<file path="config.mk">
export PLATFORM = sky130hd
export DESIGN_NAME = demux_lane_sequencer_flat
export DESIGN_NICKNAME = d
export VERILOG_FILES = /design/src/rtl/demux_lane_sequencer_pkg.sv /design/src/rtl/demux_lane_sequencer_if.sv /design/src/rtl/demux_lane_sequencer_lane_ptr.sv /design/src/rtl/demux_lane_sequencer.sv /design/src/flat_wrapper.sv
export SDC_FILE = /design/constraint.sdc
export NUM_CORES = 1
export LEC_CHECK = 0
export CORE_MARGIN = 5
export CORE_UTILIZATION = 49
export CTS_BUF_LIST = sky130_fd_sc_hd__clkbuf_4 sky130_fd_sc_hd__clkbuf_8
export CTS_CLUSTER_SIZE = 14
export DETAILED_ROUTE_END_ITERATION = 7
export GPL_TIMING_DRIVEN = 1
export PLACE_DENSITY = 0.95
export SLEW_MARGIN = 20
export SYNTH_ARGS = -nofsm -noshare
export SYNTH_HDL_FRONTEND = slang
export SYNTH_HIERARCHICAL = 1
export SYNTH_SLANG_ARGS = --single-unit
</file>
<file path="constraint.sdc">
create_clock -name clk -period 4.3 [get_ports clk]
set_clock_uncertainty 0.05 [all_clocks]
set_input_delay 0.43 -clock clk [delete_from_list [all_inputs] [get_ports clk]]
set_output_delay 0.43 -clock clk [all_outputs]
set_load 0.05 [all_outputs]
</file>
<file path="src/rtl/demux_lane_sequencer_pkg.sv">
// -----------------------------------------------------------------------------
// demux_seq_pkg
//
// Shared definitions for the demux lane sequencer slice:
//   - geometry localparams (symbol width, lanes per word, word width)
//   - the sequencer FSM state type
//   - next_nonzero(): finds the next lane index above a pointer whose symbol
//     is nonzero. It is used only when DEMUX_SEQ_SKIP_ZERO_EN is defined.
//
// No ports; import with `import demux_seq_pkg::*;`.
// -----------------------------------------------------------------------------
package demux_seq_pkg;

    localparam int SYM_W  = 2;              // symbol width = demux lane width
    localparam int LANES  = 4;              // fixed: the lane select s is 2 bits
    localparam int DATA_W = SYM_W * LANES;  // packed input word width (derived)
    localparam int PTR_W  = 2;              // lane pointer width

    typedef enum logic {
        IDLE = 1'b0,
        SEND = 1'b1
    } seq_state_t;

    // Result of a forward search for the next nonzero symbol.
    typedef struct packed {
        logic [PTR_W-1:0] idx;        // index found (holds ptr when none_left)
        logic             none_left;  // no nonzero symbol strictly above ptr
    } nz_result_t;

    // Search lanes strictly above ptr for a nonzero symbol. The loop runs from
    // the top down so the lowest matching index is the one left standing.
    function automatic nz_result_t next_nonzero(input logic [DATA_W-1:0] word,
                                                input logic [PTR_W-1:0]  ptr);
        nz_result_t r;
        r.idx       = ptr;
        r.none_left = 1'b1;
        for (int k = LANES - 1; k >= 0; k--) begin
            if ((k > int'(ptr)) && (word[k*SYM_W +: SYM_W] != '0)) begin
                r.idx       = PTR_W'(k);
                r.none_left = 1'b0;
            end
        end
        return r;
    endfunction

endpackage

</file>
<file path="src/rtl/demux_lane_sequencer_if.sv">
// -----------------------------------------------------------------------------
// demux_lane_sequencer_if
//
// Bundles the two handshakes of the demux lane sequencer plus its status.
//
// Handshake semantics (both the in_* and out_* channels): a transfer happens
// on a rising clk edge where valid and ready are both 1. While valid is high
// and ready is low, the sender holds its payload and valid stable. The sender
// never waits for ready before raising valid. On the output side the
// sequencer is the sender: a/s/out_valid stay frozen through a stall.
//
// Signals:
//   in_data   [DATA_W] packed word; symbol k = in_data[2k+1:2k]
//   in_valid           in_data is valid
//   in_ready           sequencer can take a word this cycle
//   a         [SYM_W]  symbol to the demux data input (00 when idle)
//   s         [PTR_W]  lane select to the demux select input (00 when idle)
//   out_valid          a/s carry a live symbol
//   out_ready          consumer accepts a/s this cycle
//   busy               a word is held
//   done               one-cycle pulse after the last symbol is accepted
//   state_dbg          current FSM state, for observation only
//
// Modports: slave = the sequencer, master = the environment driving it.
// -----------------------------------------------------------------------------
interface demux_lane_sequencer_if;
    import demux_seq_pkg::*;

    logic [DATA_W-1:0] in_data;
    logic              in_valid;
    logic              in_ready;
    logic [SYM_W-1:0]  a;
    logic [PTR_W-1:0]  s;
    logic              out_valid;
    logic              out_ready;
    logic              busy;
    logic              done;
    seq_state_t        state_dbg;

    modport slave (
        input  in_data, in_valid, out_ready,
        output in_ready, a, s, out_valid, busy, done, state_dbg
    );

    modport master (
        output in_data, in_valid, out_ready,
        input  in_ready, a, s, out_valid, busy, done, state_dbg
    );

endinterface

</file>
<file path="src/rtl/demux_lane_sequencer_lane_ptr.sv">
// -----------------------------------------------------------------------------
// demux_lane_ptr
//
// Lane pointer for the demux lane sequencer. Holds the 2-bit pointer register
// and decides where it goes on a load or an advance, and whether the symbol
// currently pointed at is the last one of the word.
//
// Build option: DEMUX_SEQ_SKIP_ZERO_EN
//   undefined - pointer loads 0 and steps by one; last when ptr == 3.
//   defined   - pointer loads the first nonzero lane and jumps to the next
//               nonzero lane; last when no nonzero symbol lies above ptr.
//
// Ports:
//   clk, rst    clock, asynchronous active-high reset
//   load        a new word is being captured this cycle
//   advance     the current symbol was accepted and is not the last
//   load_word   word being captured (skip build only)
//   word        word currently held (skip build only)
//   load_empty  load_word has no nonzero symbol (skip build only)
//   ptr         current lane pointer
//   last        the current symbol is the final one of the word
// -----------------------------------------------------------------------------
module demux_lane_ptr
    import demux_seq_pkg::*;
(
    input  logic              clk,
    input  logic              rst,
    input  logic              load,
    input  logic              advance,
`ifdef DEMUX_SEQ_SKIP_ZERO_EN
    input  logic [DATA_W-1:0] load_word,
    input  logic [DATA_W-1:0] word,
    output logic              load_empty,
`endif
    output logic [PTR_W-1:0]  ptr,
    output logic              last
);

    logic [PTR_W-1:0] ptr_q;

`ifdef DEMUX_SEQ_SKIP_ZERO_EN
    nz_result_t first_nz;
    nz_result_t next_nz;

    // next_nonzero() only looks strictly above its pointer, so lane 0 of the
    // incoming word is tested on its own.
    always_comb begin
        if (load_word[SYM_W-1:0] != '0) begin
            first_nz.idx       = '0;
            first_nz.none_left = 1'b0;
        end else begin
            first_nz = next_nonzero(load_word, '0);
        end
    end

    assign next_nz    = next_nonzero(word, ptr_q);
    assign load_empty = first_nz.none_left;
    assign last       = next_nz.none_left;

    always_ff @(posedge clk or posedge rst) begin
        if (rst) begin
            ptr_q <= '0;
        end else if (load) begin
            ptr_q <= first_nz.idx;
        end else if (advance) begin
            ptr_q <= next_nz.idx;
        end
    end
`else
    assign last = (ptr_q == PTR_W'(LANES - 1));

    // The pointer only wraps from 3 back to 0 through a load; advance is
    // never asserted on the last symbol.
    always_ff @(posedge clk or posedge rst) begin
        if (rst) begin
            ptr_q <= '0;
        end else if (load) begin
            ptr_q <= '0;
        end else if (advance) begin
            ptr_q <= ptr_q + 1'b1;
        end
    end
`endif

    assign ptr = ptr_q;

endmodule

</file>
<file path="src/rtl/demux_lane_sequencer.sv">
// -----------------------------------------------------------------------------
// demux_lane_sequencer
//
// Upstream feeder for the 2-bit 1-to-4 lane demux. It takes one packed 8-bit
// word per in_valid/in_ready transfer and splits it into four 2-bit symbols.
// It then presents one symbol per out_valid/out_ready transfer as a (data)
// and s (lane select), so symbol k lands on demux lane k. A one-cycle done
// pulse follows acceptance of a word's last symbol.
//
// A word accepted on an edge appears on a/s from the next cycle. If a new
// word arrives in the same cycle the last symbol is accepted, it is captured
// straight away, so consecutive words stream with no bubble. in_ready has a
// combinational path from out_ready for that case.
//
// Build option: DEMUX_SEQ_SKIP_ZERO_EN (see demux_lane_ptr). When defined,
// 00 symbols are not presented. An all-zero word is accepted, never raises
// out_valid, and pulses done the cycle after capture. If an all-zero word is
// captured as the previous word finishes, both completions share one pulse.
//
// Ports:
//   clk   rising-edge clock
//   rst   asynchronous, active-high reset
//   bus   demux_lane_sequencer_if.slave (handshakes, a/s, busy, done,
//         state_dbg)
// -----------------------------------------------------------------------------
module demux_lane_sequencer
    import demux_seq_pkg::*;
(
    input  logic                   clk,
    input  logic                   rst,
    demux_lane_sequencer_if.slave  bus
);

    seq_state_t        state_q;
    seq_state_t        state_d;
    logic [DATA_W-1:0] word_q;
    logic              done_q;
    logic              done_d;

    logic              load;
    logic              advance;
    logic              in_ready_c;
    logic              out_valid_c;
    logic [PTR_W-1:0]  ptr;
    logic              last;
`ifdef DEMUX_SEQ_SKIP_ZERO_EN
    logic              load_empty;
`endif

    demux_lane_ptr u_lane_ptr (
        .clk        (clk),
        .rst        (rst),
        .load       (load),
        .advance    (advance),
`ifdef DEMUX_SEQ_SKIP_ZERO_EN
        .load_word  (bus.in_data),
        .word       (word_q),
        .load_empty (load_empty),
`endif
        .ptr        (ptr),
        .last       (last)
    );

    // State, held word and done pulse.
    always_ff @(posedge clk or posedge rst) begin
        if (rst) begin
            state_q <= IDLE;
            word_q  <= '0;
            done_q  <= 1'b0;
        end else begin
            state_q <= state_d;
            done_q  <= done_d;
            if (load) begin
                word_q <= bus.in_data;
            end
        end
    end

    // Next state and handshake outputs.
    always_comb begin
        state_d     = state_q;
        load        = 1'b0;
        advance     = 1'b0;
        done_d      = 1'b0;
        in_ready_c  = 1'b0;
        out_valid_c = 1'b0;

        case (state_q)
            IDLE: begin
                in_ready_c = 1'b1;
                if (bus.in_valid) begin
                    load    = 1'b1;
                    state_d = SEND;
                end
            end

            SEND: begin
                out_valid_c = 1'b1;
                if (bus.out_ready) begin
                    if (last) begin
                        // Last symbol leaves now: the slot is free this very
                        // cycle, so a waiting word is taken without a bubble.
                        done_d     = 1'b1;
                        in_ready_c = 1'b1;
                        if (bus.in_valid) begin
                            load    = 1'b1;
                            state_d = SEND;
                        end else begin
                            state_d = IDLE;
                        end
                    end else begin
                        advance = 1'b1;
                    end
                end
            end

            default: begin
                state_d = IDLE;
            end
        endcase

`ifdef DEMUX_SEQ_SKIP_ZERO_EN
        // Nothing to present: complete the word on the capture edge itself.
        if (load && load_empty) begin
            state_d = IDLE;
            done_d  = 1'b1;
        end
`endif
    end

    // a/s are forced to 00 whenever no symbol is live so the demux sees an
    // inert input; this also makes them drop immediately on reset.
    assign bus.in_ready  = in_ready_c;
    assign bus.out_valid = out_valid_c;
    assign bus.a         = out_valid_c ? word_q[int'(ptr)*SYM_W +: SYM_W] : '0;
    assign bus.s         = out_valid_c ? ptr : '0;
    assign bus.busy      = (state_q != IDLE);
    assign bus.done      = done_q;
    assign bus.state_dbg = state_q;

endmodule
</file>
<file path="src/flat_wrapper.sv">
// flat-port wrapper written by rule: the top's interface ports become plain ports
module demux_lane_sequencer_flat import demux_seq_pkg::*;
  (clk, rst, bus_in_data, bus_in_valid, bus_out_ready, bus_in_ready, bus_a, bus_s, bus_out_valid, bus_busy, bus_done, bus_state_dbg);
  demux_lane_sequencer_if bus_i ();
  input  logic clk;
  input  logic rst;
  input wire logic [$bits(bus_i.in_data)-1:0] bus_in_data;
  input wire logic [$bits(bus_i.in_valid)-1:0] bus_in_valid;
  input wire logic [$bits(bus_i.out_ready)-1:0] bus_out_ready;
  output wire logic [$bits(bus_i.in_ready)-1:0] bus_in_ready;
  output wire logic [$bits(bus_i.a)-1:0] bus_a;
  output wire logic [$bits(bus_i.s)-1:0] bus_s;
  output wire logic [$bits(bus_i.out_valid)-1:0] bus_out_valid;
  output wire logic [$bits(bus_i.busy)-1:0] bus_busy;
  output wire logic [$bits(bus_i.done)-1:0] bus_done;
  output wire logic [$bits(bus_i.state_dbg)-1:0] bus_state_dbg;
  assign bus_i.in_data = bus_in_data;
  assign bus_i.in_valid = bus_in_valid;
  assign bus_i.out_ready = bus_out_ready;
  assign bus_in_ready = bus_i.in_ready;
  assign bus_a = bus_i.a;
  assign bus_s = bus_i.s;
  assign bus_out_valid = bus_i.out_valid;
  assign bus_busy = bus_i.busy;
  assign bus_done = bus_i.done;
  assign bus_state_dbg = bus_i.state_dbg;
  demux_lane_sequencer u_core (.clk(clk), .rst(rst), .bus(bus_i));
endmodule
</file>
# [Word-level counts from Yosys, hierarchy flattened]
# Cells that the tools add are included.
[totals] input_bits=12 word_cells=28 register_bits=12 out_inout_bits=9
[op_classes] n_eq_ne=1 shifts=1 n_bitwise=1 n_mux=19 addsub=1 reduce_logical=1
[op_table] operator="$mux 1" count=12
[op_table] operator="$mux 2" count=4
[op_table] operator="$shiftx 8x4->2" count=1
[op_table] operator="$pmux 1 s2" count=3
[op_table] operator="$add 2x1->2 const B" count=1
[op_table] operator="$eq 2x2->1 const B" count=1
[op_table] operator="$reduce_bool 2->1" count=1
[op_table] operator="$not 1->1" count=1

# [Longest topological paths before layout]
# Gate-level depths: netlist of run 1.
[logic_depth] ltp_word=6 mapped_depth=4 depth_no_buf=4

# [Modules after synthesis]
# The synthesis of run 1 kept the hierarchy.
[by_module_without_submodules] module="demux_lane_sequencer" seq_area_each_um2=250.2 area_each_um2=544.3 n_inst=1 cells_per_inst=57
[by_module_without_submodules] module="demux_lane_ptr" seq_area_each_um2=50.0 area_each_um2=92.6 n_inst=1 cells_per_inst=8

# [Worst setup path after synthesis of run 1]
# OpenSTA, ideal clock, no wires.
[synth_path] path_kind="reg-to-output" startpoint="register u_core.state_q, in the netlist u_core/bus.busy" endpoint="output port bus_in_ready" n_path_buf=1 t_arrival_ps=1404 path_slack_ps=2416 t_required_ps=3820 stages_incl_launch_ff=4 path_cell_list="dfrtp_1 -> a21boi_0 -> buf_2 -> inv_1"
[synth_between] elab_chain_len=2
[synth_lines] element="start, declared" line_no="demux_lane_sequencer.sv:34" source="seq_state_t state_q;"
[synth_lines] element="start signal, assigned" line_no="demux_lane_sequencer.sv:71" source="state_q <= state_d;"
[synth_lines] element="$not 1->1" line_no="demux_lane_sequencer.sv:88" source="case (state_q)"
[synth_lines] element="$pmux 1 s2 *" line_no="demux_lane_sequencer.sv:88"
[synth_lines] element="end, declared" line_no="flat_wrapper.sv:10" source="output wire logic [$bits(bus_i.in_ready)-1:0] bus_in_ready;"
# Mark *: on every way between the ends. The rest lies on a longest branch, timed or not.

# [Worst setup path in the final report of run 1]
[layout_path] startpoint="register u_core.u_lane_ptr.ptr_q[0], in the netlist u_core/u_lane_ptr/ptr[0]" endpoint="output port bus_a[0]"
[layout_between] elab_chain_len=2
[layout_lines] element="start, declared" line_no="demux_lane_sequencer_lane_ptr.sv:39" source="logic [PTR_W-1:0] ptr_q;"
[layout_lines] element="start signal, assigned" line_no="demux_lane_sequencer_lane_ptr.sv:80" source="ptr_q <= ptr_q + 1'b1;"
[layout_lines] element="$shiftx 8x4->2" line_no="demux_lane_sequencer.sv:135" source="assign bus.a = out_valid_c ? word_q[int'(ptr)*SYM_W +: SYM_W] : '0;"
[layout_lines] element="$mux 2" line_no="demux_lane_sequencer.sv:135"
[layout_lines] element="end, declared" line_no="flat_wrapper.sv:11" source="output wire logic [$bits(bus_i.a)-1:0] bus_a;"
# Every way passes these cells.

==> metrics.md, run 1 <==
| Metric | Value |
|---|---|
| Status | finished clean |
| Wirelength per Cell | between 10 and 15 µm |
| Setup CP Type | register to output port |
| Routed vias | between 500 and 600 |
| Sequential share of power | between 20% and 30% |
| Initial antenna violation count | 0 |
| Antenna Nets Post-Route | 0 |
| WL met2 | 655 µm |
| Fmax | 375 MHz |
| Least-Margin Pin Slew | approximately 550 ps |
| CP max FO | 5 |
| Post-CTS Hold Fix Bufs | 0 |
| Pwr Density | just under 800 mW/mm² |
| Vias per cell | ~5.1 |
| Clock Power Share | 12.6% |
| Number of diodes | 0 |
| Share of post-route cells with drive strength above 1 | 7.14% |
| Post-CTS Resized | 0 |
| Bufs and invs on worst path | 1 |
| Crit end category | output port |
| Clock latency on the worst-skew pair | about 270 ps |
| Fin nets | 98 |
| Critical Path Start Type | register |
| Highest metal used | met3 |
| Post-placement cell area | 832 µm² |
| Post-Syn Instances | 65 |
| Dpl hpwl | ~960 µm |
| Cts bufs inserted | 3 |
| Pin count of the biggest net entering global routing | 13 |
| GR Overflow Total | 0 |
| Clock period minus worst slack | roughly 2700 ps |
| Gate power share | 57.7% |
| Max_cap viols | 0 |
| WL final | approximately 1300 µm |
| Clock Path Buffers | 2 |
| Drt first pass iters | 2 |
| Critical path cell sequence | mux4_1 > and2_1 > clkdlybuf4s50_1 |
| FP Rows | 13 |
| CP max stage cell | clkdlybuf4s50_1 |
| TritonCTS clock tree | built |
| Ys Warns | 6 |
| H-Tree Depth | 1 |
| Hold Vio Cnt, Final | 0 |
| RSZ-0062 raised after global routing | no |
| Relative slew margins | between 60% and 70% |
| Hold crit path type | input port to async pin |
| Seq/Total Area, Yosys | between 40% and 50% |
| Mapped cell area | 637 µm² |
| Residual DRC | 0 |
| Syn Area/Cell | between 9 and 10 µm² |
| FILL cells | between 100 and 150 |
| Post-CTS setup buffers | 0 |
| Gpl congestion | ~0.77 |
| Leak Pwr | between 0.0004 and 0.0005 µW |
| CP max stage delay | roughly 700 ps |
| Count of distinct cell types in the synthesized netlist | 18 |
| Clock sinks | 12 |
| First-pass GRT wire length | about 2000 µm |
| Layout Cells excl Fill | between 90 and 100 |
| Initial Utilization | between 50% and 60% |
| P_sw | slightly above 300 µW |
| Synth Net Count | 78 |
| Worst-path clk slew | around 70 ps |
| Area occupied by multi-input gates | 260 µm² |
| Pint | between 300 and 400 µW |
| #FFs+latches synth | 12 |
| Pins Over Slew Limit | 0 |
| Final Setup Violations | 0 |
| Reg area | about 300 µm² |
| Core box area | between 0.001 and 0.0015 mm² |
| Number of global-route vias before repair | roughly 500 |
| Area growth syn-to-layout | 36.3% |
| # IOs | 21 |
| Most common cell after layout, fill and taps aside | clkdlybuf4s50_1 |
| Area of the die | roughly 0.0021 mm² |
| Die X | 46.1 µm |
| Critical Path AT | around 2200 ps |
| Commonest cells after routing, fill and taps aside | clkdlybuf4s50_1 (20), inv_1 (12), dfrtp_1 (12), nand2_1 (10), o32ai_1 (8) |
| Crit path max-delay family | buffers and inverters |
| CP required | about 3800 ps |
| Root Buffer | clkbuf_4 |
| Max rail drop VDD | 0.381 mV |
| Switching share of total power | roughly 44% |
| Design area | between 800 and 900 µm² |
| Die height | roughly 46 µm |
| Final Cycle Share | approximately 62% |
| Port Buf Inserts | 20 |
| GRT Resource Usage Total | a little over an eighth |
| Placed insts | between 90 and 100 |
| Setup TNS | 0 ps |
| DR iter-0 viols | 4 |
| Met3 WL | between 100 and 150 µm |
| WL met1 | 506 µm |
## metrics by stage
step | utilization [%] | hold slack (ps) | total power, µW | setup WS [ps]
floorplan | - | 121 | 488 | 2420
CTS | 68.4 | 280 | 697 | 1600
global placement | 65.6 | 477 | 592 | 1790
finish | 68.4 | 287 | 690 | 1630
global route | 68.4 | 291 | 727 | 1590
detailed placement | 65.6 | 485 | 606 | 1790
## logic make-up (layout without fill, tap and decap cells)
kind of cell / Yosys count / in the layout / synth area share [%]
AND/OR/NAND/NOR: 21 / 21 / 15.5
buffers and inverters: 18 / 37 / 12.0
flip-flops: 12 / 12 / 47.2
AO/OA/AOI/OAI: 9 / 9 / 12.2
adder cells (fa/ha/maj): 1 / 1 / 1.96
multiplexers: 3 / 3 / 9.82
XOR/XNOR: 1 / 1 / 1.38
## synthesized netlist by cell type
master	instances	area, µm²
dfrtp_1	12	300
inv_1	12	45.0
nand2_1	10	37.5
o32ai_1	8	70.1
and2_1	3	18.8
nor2_1	3	11.3
and3_1	2	12.5
buf_4	2	15.0
clkbuf_1	2	7.51
mux4_1	2	52.6
nor2b_1	2	12.5
a21boi_0	1	7.51
buf_1	1	3.75
buf_2	1	5.00
ha_1	1	12.5
mux2i_1	1	10.0
or2_2	1	6.26
xnor2_1	1	8.76
## sequential cells by signal, summed over array words and instances, names as in the netlist
signal and cells:
u_core/u_lane_ptr/ptr 2, u_core/bus.busy 1, u_core/bus.done 1, u_core/word_q 8
## worst paths after layout
path	slack (ps)	end	depth (start not counted)	startpoint
setup / recovery	1630	bus_a[0]	3	u_core/u_lane_ptr/ptr[0]
hold / removal	290	u_core/u_lane_ptr/ptr[1]	2	rst
setup reg to reg	2850	u_core/word_q[5]	3	u_core/u_lane_ptr/ptr[0]
hold reg to reg	500	u_core/word_q[7]	2	u_core/word_q[7]
max in group asynchronous	3500	u_core/bus.done	2	rst
min in group clk	500	u_core/word_q[7]	2	u_core/word_q[7]
## layout make-up
| cell class | count | share of cell area [%] |
|---|---|---|
| clock buffer | 4 | 4.18 |
| multi-input combinational | 35 | 30.0 |
| sequential | 12 | 34.6 |
| inverter | 12 | 5.19 |
| tap | 15 | 2.16 |
| timing repair buffer | 21 | 23.9 |
## routing by layer
| layer | global-route usage (%) | vias up |
|---|---|---|
| met2 | 24.2 | 20 |
| met5 | 0 | - |
| li1 | - | 254 |
| met3 | 2.73 | 0 |
| met1 | 13.4 | 234 |
| met4 | 6.82 | 0 |
## power by group through the flow
stage | logic [µW] | registers (µW) | clock network, µW
after global placement | 390 | 202 | 0
after global routing | 423 | 210 | 94.3
final | 398 | 205 | 87.0
after detailed placement | 399 | 207 | 0
after CTS | 401 | 205 | 91.3
after floorplan | 282 | 206 | 0
Note: power is estimated with default switching activity, not from simulation.
==> run 2: changes to the inputs <==
--- a/config.mk
+++ b/config.mk
@@ -6,12 +6,12 @@
 export NUM_CORES = 1
 export LEC_CHECK = 0
 export CORE_MARGIN = 5
-export CORE_UTILIZATION = 49
+export CORE_UTILIZATION = 46
 export CTS_BUF_LIST = sky130_fd_sc_hd__clkbuf_4 sky130_fd_sc_hd__clkbuf_8
 export CTS_CLUSTER_SIZE = 14
 export DETAILED_ROUTE_END_ITERATION = 7
 export GPL_TIMING_DRIVEN = 1
-export PLACE_DENSITY = 0.95
+export PLACE_DENSITY = 0.9
 export SLEW_MARGIN = 20
 export SYNTH_ARGS = -nofsm -noshare
 export SYNTH_HDL_FRONTEND = slang
==> constraint.sdc (replaced) <==
create_clock -name clk -period 2.5 [get_ports clk]
set_clock_uncertainty 0.05 [all_clocks]
set_input_delay 0.25 -clock clk [delete_from_list [all_inputs] [get_ports clk]]
set_output_delay 0.25 -clock clk [all_outputs]
set_load 0.05 [all_outputs]
==> run 2 against run 1 <==
  * Critical path depth is the same
  * Sequential share of layout area grew 0.56 points
  * Register-to-register slack lost 1800 ps
  * Via count grew 0.39%
  * Combinational power grew 71%
  * Clock power grew 31%
  * Total power grew 66%
  * Critical path type unchanged
  * Highest routed layer is now met4
==> metrics.md, run 2 (same netlist as run 1, synthesis figures left out) <==
| Metric | Value |
|---|---|
| Setup slack, reg-to-reg | 1030 ps (was 2850 ps) |
| Port Buf Inserts | 20 (unchanged) |
| CP max stage cell | clkdlybuf4s50_1 (unchanged) |
| Clock Path Buffers | 2 (unchanged) |
| CP max FO | 5 (unchanged) |
| Most common cell after layout, fill and taps aside | clkdlybuf4s50_1 (unchanged) |
| Post-CTS setup buffers | 0 (unchanged) |
| Core box area | 0.00130 mm² (was 0.00127 mm²) |
| Wirelength per Cell | 13.1 µm (was 13.0 µm) |
| Hold Vio Cnt, Final | 0 (unchanged) |
| Initial antenna violation count | 0 (unchanged) |
| Worst-path clk slew | 70 ps (about the same) |
| Least-Margin Pin Slew | 547 ps (about the same) |
| # IOs | 21 (unchanged) |
| Root Buffer | clkbuf_4 (unchanged) |
| TritonCTS clock tree | built (unchanged) |
| Gpl congestion | 0.758 (was 0.772) |
| Final Cycle Share | between 90% and 100% |
| Setup CP Type | register to output port (unchanged) |
| Residual DRC | 0 (unchanged) |
| Share of post-route cells with drive strength above 1 | 7.23% (was 7.14%) |
| Clock latency on the worst-skew pair | 260 ps (was 270 ps) |
| Pins Over Slew Limit | 0 (unchanged) |
| Commonest cells after routing, fill and taps aside | clkdlybuf4s50_1 (18), inv_1 (12), dfrtp_1 (12), nand2_1 (10), o32ai_1 (8) (was clkdlybuf4s50_1 (20), inv_1 (12), dfrtp_1 (12), nand2_1 (10), o32ai_1 (8)) |
| Fin nets | 98 (unchanged) |
| Number of diodes | 0 (unchanged) |
| Dpl hpwl | 980 µm (was 956 µm) |
| Drt first pass iters | 4 (was 2) |
| First-pass GRT wire length | 2300 µm (was 1950 µm) |
| RSZ-0062 raised after global routing | no (unchanged) |
| Clock sinks | 12 (unchanged) |
| Critical path cell sequence | mux4_1 > and2_1 > clkdlybuf4s50_1 (unchanged) |
| Cts bufs inserted | 3 (unchanged) |
| Pin count of the biggest net entering global routing | 13 (unchanged) |
| Vias per cell | 5.20 (was 5.13) |
| Bufs and invs on worst path | 1 (unchanged) |
| Crit path max-delay family | buffers and inverters (unchanged) |
| Area of the die | 0.00223 mm² (was 0.00212 mm²) |
| Initial Utilization | 48.9% (was 50.2%) |
| FP Rows | 13 (unchanged) |
| Number of global-route vias before repair | 549 (was 492) |
| Final Setup Violations | 0 (unchanged) |
| Leak Pwr | 0.000420 µW (was 0.000414 µW) |
| Clock period minus worst slack | approximately 2400 ps |
| Routed vias | 510 (was 508) |
| Die height | 47.2 µm (was 46.1 µm) |
| DR iter-0 viols | 9 (was 4) |
| Hold crit path type | input port to async pin (unchanged) |
| Post-placement cell area | 830 µm² (was 832 µm²) |
| Relative slew margins | 63.5% (about the same) |
| CP max stage delay | 690 ps (about the same) |
| GRT Resource Usage Total | 15.4% (was 13.0%) |
| Max rail drop VDD | 0.642 mV (was 0.381 mV) |
| H-Tree Depth | 1 (unchanged) |
| WL final | 1290 µm (was 1280 µm) |
| Crit end category | output port (unchanged) |
| Pwr Density | 1340 mW/mm² (was 795 mW/mm²) |
| Die X | 47.2 µm (was 46.1 µm) |
| Max reg flops | 8 (unchanged) |
| Fmax | 411 MHz |
| GR Overflow Total | 0 (unchanged) |
| Area growth syn-to-layout | 34.2% (was 36.3%) |
| Antenna Nets Post-Route | 0 (unchanged) |
| Biggest register | u_core/word_q (unchanged) |
| Setup TNS | 0 ps (unchanged) |
| Critical Path AT | 2130 ps (was 2190 ps) |
| Status | finished clean (unchanged) |
| Max_cap viols | 0 (unchanged) |
| CP required | 2200 ps (was 3820 ps) |
| Critical Path Start Type | register (unchanged) |
| Design area | 855 µm² (was 868 µm²) |
## run 2: cell types whose count changed in the layout (fill, tap and decap cells not counted)
cell	previous run	this run
clkdlybuf4s50_1	20	18
buf_4	1	2
clkbuf_8	1	0
dlymetal6s2s_1	0	1
## run 2: metal layers
| layer | GRT usage, % | vias to the layer above | wire length (µm) |
|---|---|---|---|
| met2 | 26.0 | 23 | 637 |
| met1 | 17.9 | 231 | 526 |
| li1 | - | 254 | - |
| met3 | 3.45 | 2 | 113 |
| met4 | 8.29 | 0 | 10 |
| met5 | 0 | - | 0 |
## run 2: worst reg2reg max path, cell delays in order, from the launching register on
cell and delay (ps):
dfrtp_1 450, ha_1 260, and3_1 280, o32ai_1 330
## run 2: path summary, 6_finish.rpt
check,startpoint,cells past startpoint,end
max,u_core/u_lane_ptr/ptr[0],3,bus_a[1]
min,rst,2,u_core/u_lane_ptr/ptr[0]
max reg2reg,u_core/u_lane_ptr/ptr[0],3,u_core/word_q[2]
min reg2reg,u_core/word_q[3],2,u_core/word_q[3]
max in group asynchronous,rst,2,u_core/bus.done
min in group clk,bus_in_data[7],3,u_core/word_q[7]
## run 2: cell type report
cell class,instances,area (µm²)
fillers,114,447
inverters,12,45.0
clock buffers,3,22.5
flip-flops and latches,12,300
multi-input cells,35,260
repair buffers,21,208
well taps,15,18.8
## run 2: stage by stage
step	util [%]	hold slack, ps	cells	worst slack, ps	power (µW)
after floorplan	-	-58.8	65	796	840
after global placement	63.7	397	95	386	1020
after detailed placement	63.7	400	95	335	1040
after CTS	65.5	107	98	41.8	1150
after global routing	65.7	131	98	14.5	1220
final	65.7	108	98	66.8	1140
## run 2: power breakdown
part | internal, µW | leakage [µW] | total, µW | switching [µW]
sequential | 282 | 0.000145 | 349 | 67.4
clock | 55.6 | 0.0000138 | 114 | 58.4
combinational | 287 | 0.000261 | 679 | 392
## run 2: repair_timing
item	CTS	global route
resized for setup	0	1
endpoints found under the setup margin	0	1
hold buffers	0	0
